## config.mk

```make
export PLATFORM = sky130hd
export DESIGN_NAME = flag_status_reg_flat
export DESIGN_NICKNAME = d
export VERILOG_FILES = /design/src/rtl/flag_status_reg_if.sv /design/src/rtl/flag_status_reg.sv /design/src/flat_wrapper.sv
export SDC_FILE = /design/constraint.sdc
export NUM_CORES = 1
export LEC_CHECK = 0
export ABC_AREA = 1
export CAP_MARGIN = 20
export CORE_MARGIN = 2
export CORE_UTILIZATION = 43
export CTS_CLUSTER_DIAMETER = 100
export CTS_CLUSTER_SIZE = 28
export DETAILED_ROUTE_END_ITERATION = 6
export HOLD_SLACK_MARGIN = 0.02
export PLACE_DENSITY_LB_ADDON = 0.15
export SLEW_MARGIN = 20
export SYNTH_ARGS = -nofsm -noshare
export SYNTH_HDL_FRONTEND = slang
export SYNTH_SLANG_ARGS = --single-unit
export TNS_END_PERCENT = 20
```

## constraint.sdc

```tcl
create_clock -name clk -period 1.5 [get_ports clk]
set_input_delay 0.45 -clock clk [delete_from_list [all_inputs] [get_ports clk]]
set_output_delay 0.45 -clock clk [all_outputs]
set_load 0.005 [all_outputs]
```

## src/rtl/flag_status_reg_if.sv

```systemverilog
// Bus bundle for the condition-flag register: ALU/control inputs and flag/stack status outputs.
// The master drives the update controls and the slave (the flag register) returns the status.
interface flag_status_reg_if #(
    parameter int WIDTH = 4,
    parameter int DEPTH = 4
);
    localparam int CW = $clog2(DEPTH + 1);

    logic [WIDTH-1:0] flag_in;
    logic [WIDTH-1:0] flag_we;
    logic [WIDTH-1:0] set_mask;
    logic [WIDTH-1:0] clr_mask;
    logic             push;
    logic             pop;
    logic             err_clr;
    logic [WIDTH-1:0] flags_out;
    logic [CW-1:0]    stack_cnt;
    logic             stack_full;
    logic             stack_empty;
    logic             ovf_err;
    logic             unf_err;

    modport master (
        output flag_in, flag_we, set_mask, clr_mask, push, pop, err_clr,
        input  flags_out, stack_cnt, stack_full, stack_empty, ovf_err, unf_err
    );

    modport slave (
        input  flag_in, flag_we, set_mask, clr_mask, push, pop, err_clr,
        output flags_out, stack_cnt, stack_full, stack_empty, ovf_err, unf_err
    );
endinterface

```

## src/rtl/flag_status_reg.sv

```systemverilog
// Condition-flag register with per-bit write mask, force set/clear and a LIFO save/restore
// stack for interrupt/call context; sticky overflow/underflow error flags.
module flag_status_reg #(
    parameter int               WIDTH     = 4,
    parameter int               DEPTH     = 4,
    parameter logic [WIDTH-1:0] RESET_VAL = {WIDTH{1'b0}}
) (
    input logic               clk,
    input logic               rst_n,
    flag_status_reg_if.slave  bus
);
    localparam int CW = $clog2(DEPTH + 1);
    localparam int AW = (DEPTH > 1) ? $clog2(DEPTH) : 1;

    logic [WIDTH-1:0] flags_q, flags_d;
    logic [WIDTH-1:0] stack_q [DEPTH];
    logic [CW-1:0]    cnt_q, cnt_d;
    logic             ovf_q, ovf_d;
    logic             unf_q, unf_d;

    logic             full_s, empty_s;
    logic             push_ok_s, pop_ok_s;
    logic             ovf_evt_s, unf_evt_s;
    logic [AW-1:0]    wr_idx_s, rd_idx_s;
    logic [WIDTH-1:0] normal_s;

    // Per-bit update with priority clear > set > masked write > hold.
    function automatic logic [WIDTH-1:0] flag_update(
        input logic [WIDTH-1:0] cur,
        input logic [WIDTH-1:0] din,
        input logic [WIDTH-1:0] we,
        input logic [WIDTH-1:0] set,
        input logic [WIDTH-1:0] clr
    );
        logic [WIDTH-1:0] v;
        v = (cur & ~we) | (din & we);
        v = v | set;
        return v & ~clr;
    endfunction

    // Stack qualification, error events and next-state selection.
    always_comb begin
        full_s    = (cnt_q == CW'(DEPTH));
        empty_s   = (cnt_q == {CW{1'b0}});
        push_ok_s = bus.push & ~bus.pop & ~full_s;
        pop_ok_s  = bus.pop & ~bus.push & ~empty_s;
        ovf_evt_s = bus.push & ~bus.pop & full_s;
        unf_evt_s = bus.pop & ~bus.push & empty_s;
        wr_idx_s  = cnt_q[AW-1:0];
        rd_idx_s  = AW'(cnt_q - CW'(1));
        normal_s  = flag_update(flags_q, bus.flag_in, bus.flag_we, bus.set_mask, bus.clr_mask);

        flags_d = normal_s;
        cnt_d   = cnt_q;
        if (pop_ok_s) begin
            flags_d = stack_q[rd_idx_s];
            cnt_d   = cnt_q - CW'(1);
        end else if (push_ok_s) begin
            cnt_d   = cnt_q + CW'(1);
        end else begin
            cnt_d   = cnt_q;
        end

        // A fresh error event outranks err_clr so nothing is lost.
        ovf_d = ovf_evt_s | (ovf_q & ~bus.err_clr);
        unf_d = unf_evt_s | (unf_q & ~bus.err_clr);
    end

    // Flag, counter and sticky error state.
    always_ff @(posedge clk or negedge rst_n) begin
        if (!rst_n) begin
            flags_q <= RESET_VAL;
            cnt_q   <= {CW{1'b0}};
            ovf_q   <= 1'b0;
            unf_q   <= 1'b0;
        end else begin
            flags_q <= flags_d;
            cnt_q   <= cnt_d;
            ovf_q   <= ovf_d;
            unf_q   <= unf_d;
        end
    end

    // Stack storage saves the pre-update flags; contents need no reset.
    always_ff @(posedge clk) begin
        if (push_ok_s) begin
            stack_q[wr_idx_s] <= flags_q;
        end
    end

    assign bus.flags_out   = flags_q;
    assign bus.stack_cnt   = cnt_q;
    assign bus.stack_full  = full_s;
    assign bus.stack_empty = empty_s;
    assign bus.ovf_err     = ovf_q;
    assign bus.unf_err     = unf_q;
endmodule

```

## src/flat_wrapper.sv

```systemverilog
// flat-port wrapper written by rule: the top's interface ports become plain ports
module flag_status_reg_flat 
#(
    parameter int               WIDTH     = 4,
    parameter int               DEPTH     = 4,
    parameter logic [WIDTH-1:0] RESET_VAL = {WIDTH{1'b0}}
)
  (clk, rst_n, bus_flag_in, bus_flag_we, bus_set_mask, bus_clr_mask, bus_push, bus_pop, bus_err_clr, bus_flags_out, bus_stack_cnt, bus_stack_full, bus_stack_empty, bus_ovf_err, bus_unf_err);
  flag_status_reg_if #(.WIDTH(WIDTH), .DEPTH(DEPTH)) bus_i ();
  input logic clk;
  input logic rst_n;
  input wire logic [$bits(bus_i.flag_in)-1:0] bus_flag_in;
  input wire logic [$bits(bus_i.flag_we)-1:0] bus_flag_we;
  input wire logic [$bits(bus_i.set_mask)-1:0] bus_set_mask;
  input wire logic [$bits(bus_i.clr_mask)-1:0] bus_clr_mask;
  input wire logic [$bits(bus_i.push)-1:0] bus_push;
  input wire logic [$bits(bus_i.pop)-1:0] bus_pop;
  input wire logic [$bits(bus_i.err_clr)-1:0] bus_err_clr;
  output wire logic [$bits(bus_i.flags_out)-1:0] bus_flags_out;
  output wire logic [$bits(bus_i.stack_cnt)-1:0] bus_stack_cnt;
  output wire logic [$bits(bus_i.stack_full)-1:0] bus_stack_full;
  output wire logic [$bits(bus_i.stack_empty)-1:0] bus_stack_empty;
  output wire logic [$bits(bus_i.ovf_err)-1:0] bus_ovf_err;
  output wire logic [$bits(bus_i.unf_err)-1:0] bus_unf_err;
  assign bus_i.flag_in = bus_flag_in;
  assign bus_i.flag_we = bus_flag_we;
  assign bus_i.set_mask = bus_set_mask;
  assign bus_i.clr_mask = bus_clr_mask;
  assign bus_i.push = bus_push;
  assign bus_i.pop = bus_pop;
  assign bus_i.err_clr = bus_err_clr;
  assign bus_flags_out = bus_i.flags_out;
  assign bus_stack_cnt = bus_i.stack_cnt;
  assign bus_stack_full = bus_i.stack_full;
  assign bus_stack_empty = bus_i.stack_empty;
  assign bus_ovf_err = bus_i.ovf_err;
  assign bus_unf_err = bus_i.unf_err;
  flag_status_reg #(.WIDTH(WIDTH), .DEPTH(DEPTH), .RESET_VAL(RESET_VAL)) u_core (.clk(clk), .rst_n(rst_n), .bus(bus_i));
endmodule
```

==> impl_metrics.tcl, run 1 <==
set metrics [dict create \
    port_buffers 31 \
    clock_latency_ns 0.34 \
    syn_to_final_growth_pct 57.9 \
    cts_buffers 3 \
    initial_utilization 0.451 \
    dpl.cell_count 210 \
    worst_slew_pin_slew_ns 0.190 \
    rows 19 \
    fmax_ghz 0.567 \
    slew_viol_final 0 \
    gp_congestion 0.818 \
    timing_worst_setup_path_type "flop to output port" \
    syn_area_sq_um 1230 \
    hold_path_class "input port to asynchronous set/reset pin" \
    worst_ep_arrival_time_ns 1.32 \
    status "finished with violations" \
    grt_overflow 0 \
    drt_iter0_markers 46 \
    cp_cell_sequence "inv_4, buf_6, ha_4, nand2_4, inv_2, buf_2" \
    postLayoutCellArea_sq_um 1950 \
    synth_nets 158 \
    hpwl_um 2210 \
    ys_seq_elements 25 \
    final_common_cell "nand2_1" \
    power_leakage_nw 0.893 \
    cpPeakStageDelay_ns 0.43 \
    ys_seq_area_frac 0.572 \
    clkSinkCount 25 \
    dieWidth_um 57.6 \
    clock-skew-final_ns 0.00405 \
    rsz0062_at_grt "yes" \
    syn_inst 131 \
    clockRootBuffer "clkbuf_4" \
    route.detailed.drc 0 \
    crit_required_ns 1.05 \
    crit_slowest_cell "dfrtp_1" \
    finalWirelength_um 3120 \
    max-cap-violations 0 \
    syn_area_per_cell_sq_um 9.42 \
    violations "negative setup slack" \
    p_per_area_nw_per_um2 1630 \
    critPathLaunchType "flop" \
    setup_ws_ns -0.265 \
    wire_per_inst_um 13.8 \
    via_per_inst 4.96 \
    relSlewSlack 0.873 \
    antenna_found_initial 0 \
    route.antenna.remaining_nets 0 \
    io_pins 32 \
    worstPathMaxFanout 2 \
    antenna_cells 0 \
    vdd_drop_max_mv 1.10 \
    grt_max_degree 16 \
    drive_gt1_frac 0.292 \
    drt_first_pass_iters 4 \
    final_nets 223 \
    finalCritPeriodShare 1.18 \
    route.vias.total 1120 \
    htreeDepth 1 \
    dieArea_sq_um 3310 \
    n_fill_cell 214 \
    clk_path_buf_depth 2 \
    ys.warnings.count 0 \
    end_kind "output port" \
    grt_pass1_vias 1138 \
    die_y_um 57.6 \
    cts_tree "built" \
    placed_area_sq_um 1780 \
    grt_usage 0.213 \
    final_cells 226 \
    setup_violations 23 \
    fin_crit_ns 1.77 \
    clk_pin_slew_ns 0.14 \
    ys_types 16 \
    grt_pass1_wl_um 5170 \
    mostFrequentLayoutCells "nand2_1, buf_4, clkdlybuf4s50_1" \
    core_area_sq_um 2730 \
    hold_violations 0 \
]
==> final cells by class <==
cell class	instances	area [sq um]	area share
Multi-Input combinational cell	84	522	0.268
Timing Repair Buffer	62	572	0.294
Sequential cell	25	706	0.362
Clock buffer	3	22.5	0.0116
Tap cell	31	38.8	0.0199
Clock inverter	1	7.51	0.00385
Inverter	20	80.1	0.0411
==> worst max-delay path: cells and delay by family, from the launching register on <==
family / cells / cell delay [ns]
adders and majority gates: 1 / 0.16
buffers and inverters: 4 / 0.33
and+or+nand+nor: 1 / 0.06
DFF: 1 / 0.43
==> where the power goes <==
part           internal [mW]  leakage, nW  switching [mW]  total (mW)
clock network          0.102       0.0139           0.223       0.325
registers              0.915        0.261          0.0704       0.986
logic                  0.967        0.619           0.894        1.86
==> cells by family (layout without fill, tap and decap cells) <==
family | count (synthesis) | after routing | share of synthesized area
buf+inv | 22 | 86 | 0.0781
simple gates | 72 | 72 | 0.264
fa+ha+maj | 6 | 6 | 0.0609
flops | 25 | 25 | 0.572
compound gates | 6 | 6 | 0.0254
==> registers in the layout, indices dropped and copies added (netlist names) <==
register,flops
u_core.bus.stack_cnt,3
u_core.bus.ovf_err,1
u_core.stack_q,16
u_core.bus.flags_out,4
u_core.bus.unf_err,1
==> synthesized netlist by cell type <==
library cell,instances,area (sq um)
nand3_2,2,20.0
a21oi_1,4,20.0
nand2_1,40,150
dfrtp_1,9,225
nand2_2,2,12.5
nor2_1,6,22.5
buf_6,1,11.3
o21ai_1,1,5.00
buf_4,1,7.51
nand3b_1,4,30.0
edfxtp_1,16,480
nand3_1,18,90.1
inv_1,19,71.3
ha_1,6,75.1
o22ai_1,1,6.26
inv_4,1,6.26
==> stage by stage <==
stage               setup TNS, ns  utilization  setup WS (ns)  power (mW)  hold WS (ns)
floorplan                 -0.0209            -        -0.0149        1.80         0.154
global placement            -4.61        0.650         -0.250        2.46         0.499
detailed placement          -5.01        0.650         -0.263        2.50         0.514
CTS                         -3.67        0.701         -0.283        3.09         0.386
global route                -5.07        0.713         -0.323        3.41         0.389
finish                      -3.55        0.713         -0.265        3.17         0.382
==> timing repair <==
item	4_1_cts	5_1_grt
cloned	0	0
gates resized for setup	42	7
hold endpoints to repair	0	0
pin swaps	5	1
buffers inserted	10	2
hold buffers	0	0
setup endpoints to repair	30	33
==> final timing paths <==
path,endpoint,cells after the start,slack (ns),startpoint
max,bus_stack_full,6,-0.27,u_core.bus.stack_cnt[0]
max in group asynchronous,u_core.bus.flags_out[2],2,0.97,rst_n
min reg2reg,u_core.bus.unf_err,2,0.52,u_core.bus.unf_err
max reg2reg,u_core.stack_q[3][0],8,-0.17,u_core.bus.stack_cnt[0]
min,u_core.bus.unf_err,2,0.38,rst_n
min in group clk,u_core.bus.unf_err,2,0.52,u_core.bus.unf_err
==> routing by layer <==
layer  up-vias  track usage  part of all wire
met1       535        0.267              0.43
met4         0        0.106             0.019
met5         -            0                 0
met2        26        0.349              0.51
li1        554            -                 -
met3         5       0.0454             0.035
Power figures use the tool's default switching activity.
==> inputs of run 2 (changes only) <==
Settings changed: CORE_UTILIZATION 43 to 45, CTS_BUF_LIST from default to sky130_fd_sc_hd__clkbuf_4 sky130_fd_sc_hd__clkbuf_8, GPL_TIMING_DRIVEN from default to 0.
==> run 2 against run 1 <==
The run still ends with negative setup slack left. Total power increased by 1.6%. Sequential share of layout area increased by 0.40 points. Clock skew about the same. First-iteration DRC count increased by 8.7%. Register-to-register slack got worse by 0.02 ns. Worst setup slack improved by 0.0068 ns. Critical endpoint is now bus_stack_empty. Sequential cell count unchanged. Cell area decreased by 0.58%. Largest power group unchanged. Maximum frequency increased by 0.39%. Clock power decreased by 3%. Worst hold slack improved by 0.072 ns.
==> impl_metrics.tcl, run 2 (same netlist as run 1, synthesis figures left out) <==
set metrics [dict create \
    status "finished with violations" \
    violations "negative setup slack" \
    crit_required_ns 1.05 \
    initial_utilization 0.485 \
    cts_tree "built" \
    core_area_sq_um 2540 \
    clock_latency_ns 0.31 \
    r2r_setup_slack_ns -0.19 \
    n_fill_cell 178 \
    fin_crit_ns 1.76 \
    grt_overflow 0 \
    mostFrequentLayoutCells "nand2_1, clkdlybuf4s50_1, edfxtp_1" \
    wire_per_inst_um 15.1 \
    power_leakage_nw 0.872 \
    worst_ep_arrival_time_ns 1.31 \
    antenna_cells 0 \
    clockRootBuffer "clkbuf_4" \
    drive_gt1_frac 0.306 \
    endpoint "bus_stack_empty" \
    die_y_um 56.4 \
    timing.hold.ws_ns 0.455 \
    worst_slew_pin_slew_ns 0.503 \
    gp_congestion 0.747 \
    dieArea_sq_um 3180 \
    max-cap-violations 0 \
    clock-skew-final_ns 0.00376 \
    hpwl_um 2050 \
    port_buffers 31 \
    clkSinkCount 25 \
    relSlewSlack 0.664 \
    route.vias.total 1097 \
    vdd_drop_max_mv 1.76 \
    worstPathMaxFanout 4 \
    finalCritPeriodShare 1.17 \
    setup_ws_ns -0.258 \
    crit_start "u_core.bus.stack_cnt[0]" \
    final_cells 216 \
    clk_path_buf_depth 2 \
    multiInputGateArea_sq_um 566 \
    syn_to_final_growth_pct 57.0 \
    fmax_ghz 0.569 \
    final_nets 214 \
    hold_violations 0 \
    fin_total_pwr_mw 3.22 \
    rsz0062_at_grt "yes" \
    final_common_cell "nand2_1" \
    critPathLaunchType "flop" \
    dieWidth_um 56.4 \
    largest_register_ff_count 16 \
    dpl.cell_count 192 \
    reg2reg_from "u_core.bus.stack_cnt[0]" \
    grt_pass1_vias 1102 \
    clk_pin_slew_ns 0.13 \
    end_kind "output port" \
    drt_first_pass_iters 6 \
    finalWirelength_um 3260 \
    rows 18 \
    slew_viol_final 0 \
    setup_violations 25 \
    r2r-end "u_core.bus.stack_cnt[2]" \
    hold_path_class "input port to asynchronous set/reset pin" \
    via_per_inst 5.08 \
    htreeDepth 1 \
    top_register "u_core.stack_q" \
    grt_usage 0.216 \
    io_pins 32 \
    regArea_sq_um 709 \
    reg2reg_depth 13 \
    p_per_area_nw_per_um2 1660 \
    cts_buffers 3 \
    route.antenna.remaining_nets 0 \
    route.detailed.drc 0 \
    grt_pass1_wl_um 5190 \
    hold_buffers 0 \
    grt_max_degree 14 \
    drt_iter0_markers 50 \
    timing_worst_setup_path_type "flop to output port" \
    antenna_found_initial 0 \
]
-- run 2: cell count changes in the layout (fill, tap and decap cells not counted), moves of 3 or more --
cell,delta
buf_4,-10
buf_2,-3
buf_6,+3
dfrtp_1,-3
dfrtp_2,+3
dlygate4sd2_1,+3
nand3_1,-3
-- run 2: power by group --
group,leakage [nW],internal (mW),switching [mW]
clock,0.0184,0.122,0.194
combinational,0.596,0.944,0.951
sequential,0.257,0.922,0.0890
-- run 2: timing repair --
| action | 4_1_cts | 5_1_grt |
|---|---|---|
| pin swaps | 8 | 6 |
| gates resized for setup | 37 | 25 |
| buffers inserted | 18 | 4 |
| setup endpoints to repair | 34 | 30 |
| gates cloned | 0 | 1 |
-- run 2: area by class of cell --
| type | instances | share of cell area |
|---|---|---|
| buffer | 2 | 0.0116 |
| clock buffer | 4 | 0.0155 |
| inverter | 20 | 0.0452 |
| multi-input combinational | 84 | 0.292 |
| sequential | 25 | 0.366 |
| tap | 30 | 0.0194 |
| timing repair buffer | 51 | 0.250 |
-- run 2: critical path: stages (launching register included) --
cell and delay (ns):
dfrtp_1 0.40, buf_6 0.13, inv_8 0.04, ha_4 0.16
ha_4 0.16, buf_6 0.11
-- run 2: per-stage QoR --
stage / setup TNS [ns] / util / worst slack [ns] / area [sq um]
finish: -2.36 / 0.761 / -0.258 / 1940
global route: -4.08 / 0.761 / -0.302 / 1940
global placement: -5.27 / 0.646 / -0.508 / 1640
detailed placement: -5.71 / 0.646 / -0.534 / 1640
floorplan: -0.0209 / - / -0.0149 / 1290
CTS: -1.52 / 0.726 / -0.247 / 1850
-- run 2: metal layers --
| metal | GRT usage | routed length [um] | vias to the layer above |
|---|---|---|---|
| li1 | - | - | 533 |
| met1 | 0.270 | 1300 | 532 |
| met2 | 0.382 | 1780 | 26 |
| met3 | 0.0300 | 121 | 6 |
| met4 | 0.0748 | 53 | 0 |
| met5 | 0 | 0 | - |
-- run 2: worst min path at each step --
stage / end / cells after the start / slack [ns] / from
detailed placement: u_core.bus.unf_err / 2 / 0.51 / u_core.bus.unf_err
floorplan: u_core.bus.flags_out[0] / 0 / 0.15 / rst_n
global route: u_core.bus.unf_err / 1 / 0.48 / rst_n
finish: u_core.bus.flags_out[3] / 1 / 0.45 / rst_n
global placement: u_core.bus.unf_err / 2 / 0.51 / u_core.bus.unf_err
CTS: u_core.bus.ovf_err / 1 / 0.47 / rst_n
==> inputs of run 3 (changes only) <==
Settings changed: SKIP_LAST_GASP from default to 1.
==> run 3 against run 2 <==
The flow still finishes with violations (negative setup slack). Combinational power decreased by 4%. Clock skew fell by 0.0019 ns. Largest cell class unchanged. Register-to-register slack got worse by 0.02 ns.
==> impl_metrics.tcl, run 3 (same netlist as run 1, synthesis figures left out) <==
set metrics [dict create \
    r2r-end "u_core.bus.stack_cnt[2]" \
    finalWirelength_um 3130 \
    wire_per_inst_um 14.4 \
    p_per_area_nw_per_um2 1650 \
    relSlewSlack 0.657 \
    fmax_ghz 0.567 \
    n_fill_cell 180 \
    clk_path_buf_depth 2 \
    cpPeakStageDelay_ns 0.40 \
    initial_utilization 0.485 \
    clkSinkCount 25 \
    antenna_cells 0 \
    final_nets 215 \
    worst_ep_arrival_time_ns 1.31 \
    gp_congestion 0.747 \
    timing.hold.ws_ns 0.459 \
    drive_gt1_frac 0.283 \
    crit_start "u_core.bus.stack_cnt[0]" \
    clock_latency_ns 0.31 \
    slew_viol_final 0 \
    clkPwrFrac 0.101 \
    dieArea_sq_um 3180 \
    p_sw_frac 0.377 \
    timing_worst_setup_path_type "flop to output port" \
    crit_required_ns 1.05 \
    power.switching_mw 1.18 \
    mostFrequentLayoutCells "nand2_1, clkdlybuf4s50_1, buf_4" \
    endpoint "bus_stack_empty" \
    largest_register_ff_count 16 \
    finalCritPeriodShare 1.18 \
    crit_cells 5 \
    end_kind "output port" \
    fin_total_pwr_mw 3.14 \
    combPwrFrac 0.577 \
    vdd_drop_max_mv 1.69 \
    final_common_cell "nand2_1" \
    fin_crit_ns 1.76 \
    power_leakage_nw 0.885 \
    hold_violations 0 \
    drt_iter0_markers 48 \
    route.vias.total 1091 \
    setup_ws_ns -0.265 \
    critPathLaunchType "flop" \
    syn_to_final_growth_pct 54.0 \
    hold_path_class "input port to asynchronous set/reset pin" \
    drt_first_pass_iters 4 \
    reg2reg_from "u_core.bus.stack_cnt[0]" \
    clk_pin_slew_ns 0.13 \
    antenna_found_initial 0 \
    multiInputGateArea_sq_um 539 \
    seqPwrFrac 0.322 \
    rows 18 \
    grt_pass1_wl_um 5020 \
    worstPathMaxFanout 4 \
    max-cap-violations 0 \
    grt_usage 0.205 \
    via_per_inst 5.03 \
    top_register "u_core.stack_q" \
    io_pins 32 \
    regArea_sq_um 709 \
    crit_slowest_cell "dfrtp_1" \
    p_int_mw 1.95 \
    crit_family "flip-flops" \
    cts_buffers 3 \
    r2r_setup_slack_ns -0.21 \
    grt_overflow 0 \
    hpwl_um 2050 \
    htreeDepth 1 \
    dieWidth_um 56.4 \
    hold_buffers 0 \
    violations "negative setup slack" \
    clock-skew-final_ns 0.00184 \
    cp_cell_sequence "buf_6, inv_8, ha_4, ha_4, buf_6" \
    route.detailed.drc 0 \
    reg2reg_depth 13 \
    grt_max_degree 14 \
    grt_pass1_vias 1066 \
    core_area_sq_um 2540 \
    cp_num_buf_inv 3 \
    rsz0062_at_grt "yes" \
    route.antenna.remaining_nets 0 \
    worst_slew_pin_slew_ns 0.513 \
    port_buffers 31 \
    die_y_um 56.4 \
    setup_violations 29 \
    status "finished with violations" \
    cts_tree "built" \
    clockRootBuffer "clkbuf_4" \
]
## run 3: cell count changes in the layout (fill, tap and decap cells not counted), moves of 2 or more
| cell | delta |
|---|---|
| nand2_1 | +2 |
| buf_6 | -7 |
| dlymetal6s2s_1 | +2 |
| clkdlybuf4s50_1 | +2 |
| buf_4 | +6 |
| clkdlybuf4s15_1 | -2 |
## run 3: what timing repair did
| action | 4_1_cts | 5_1_grt |
|---|---|---|
| endpoints found under the setup margin | 34 | 32 |
| cloned | 0 | 1 |
| pin swaps | 3 | 4 |
| resized for setup | 26 | 11 |
| buffers inserted | 18 | 5 |
## run 3: final cells by class
type	count	area share
sequential	25	0.374
multi-input combinational	84	0.284
timing repair buffer	52	0.250
inverter	20	0.0448
tap	30	0.0198
clock buffer	4	0.0158
buffer	2	0.0119
## run 3: worst min-delay path by stage
stage / slack (ns) / endpoint / from
after CTS: 0.47 / u_core.bus.ovf_err / rst_n
after global routing: 0.48 / u_core.bus.unf_err / rst_n
after global placement: 0.51 / u_core.bus.unf_err / u_core.bus.unf_err
final: 0.46 / u_core.bus.ovf_err / rst_n
after detailed placement: 0.51 / u_core.bus.unf_err / u_core.bus.unf_err
after floorplan: 0.15 / u_core.bus.flags_out[0] / rst_n
## run 3: routing by layer
layer / up-vias / global-route usage / part of all wire
li1: 537 / - / -
met1: 514 / 0.264 / 0.41
met2: 38 / 0.365 / 0.52
met3: 2 / 0.0276 / 0.058
met4: 0 / 0.0510 / 0.0032
met5: - / 0 / 0
## run 3: metrics by stage
step | instance area [sq um] | cells | worst slack, ns | setup TNS [ns] | utilization
after floorplan | 1290 | 131 | -0.0149 | -0.0209 | -
after global routing | 1900 | 217 | -0.316 | -5.65 | 0.746
after detailed placement | 1640 | 192 | -0.534 | -5.71 | 0.646
after CTS | 1830 | 213 | -0.247 | -2.68 | 0.719
final | 1900 | 217 | -0.265 | -3.75 | 0.746
after global placement | 1640 | 192 | -0.508 | -5.27 | 0.646
## run 3: worst register-to-register path, stage by stage, from the launching register on
cell and delay (ns):
dfrtp_1 0.40, buf_6 0.13, inv_8 0.04, ha_4 0.16, ha_4 0.16, buf_4 0.13
buf_6 0.11, inv_4 0.05, nand3_4 0.08, buf_6 0.14, nand2_2 0.06, nand2_1 0.05
nand2_1 0.05, nand2_1 0.04
## run 3: power groups by stage
stage | sequential, mW | clock [mW] | combinational, mW
4_1_cts | 1.01 | 0.319 | 1.65
3_5_place_dp | 1.06 | 0 | 1.26
3_3_place_gp | 1.04 | 0 | 1.21
2_1_floorplan | 1.04 | 0 | 0.765
5_1_grt | 1.03 | 0.353 | 1.96
6_report | 1.01 | 0.316 | 1.81
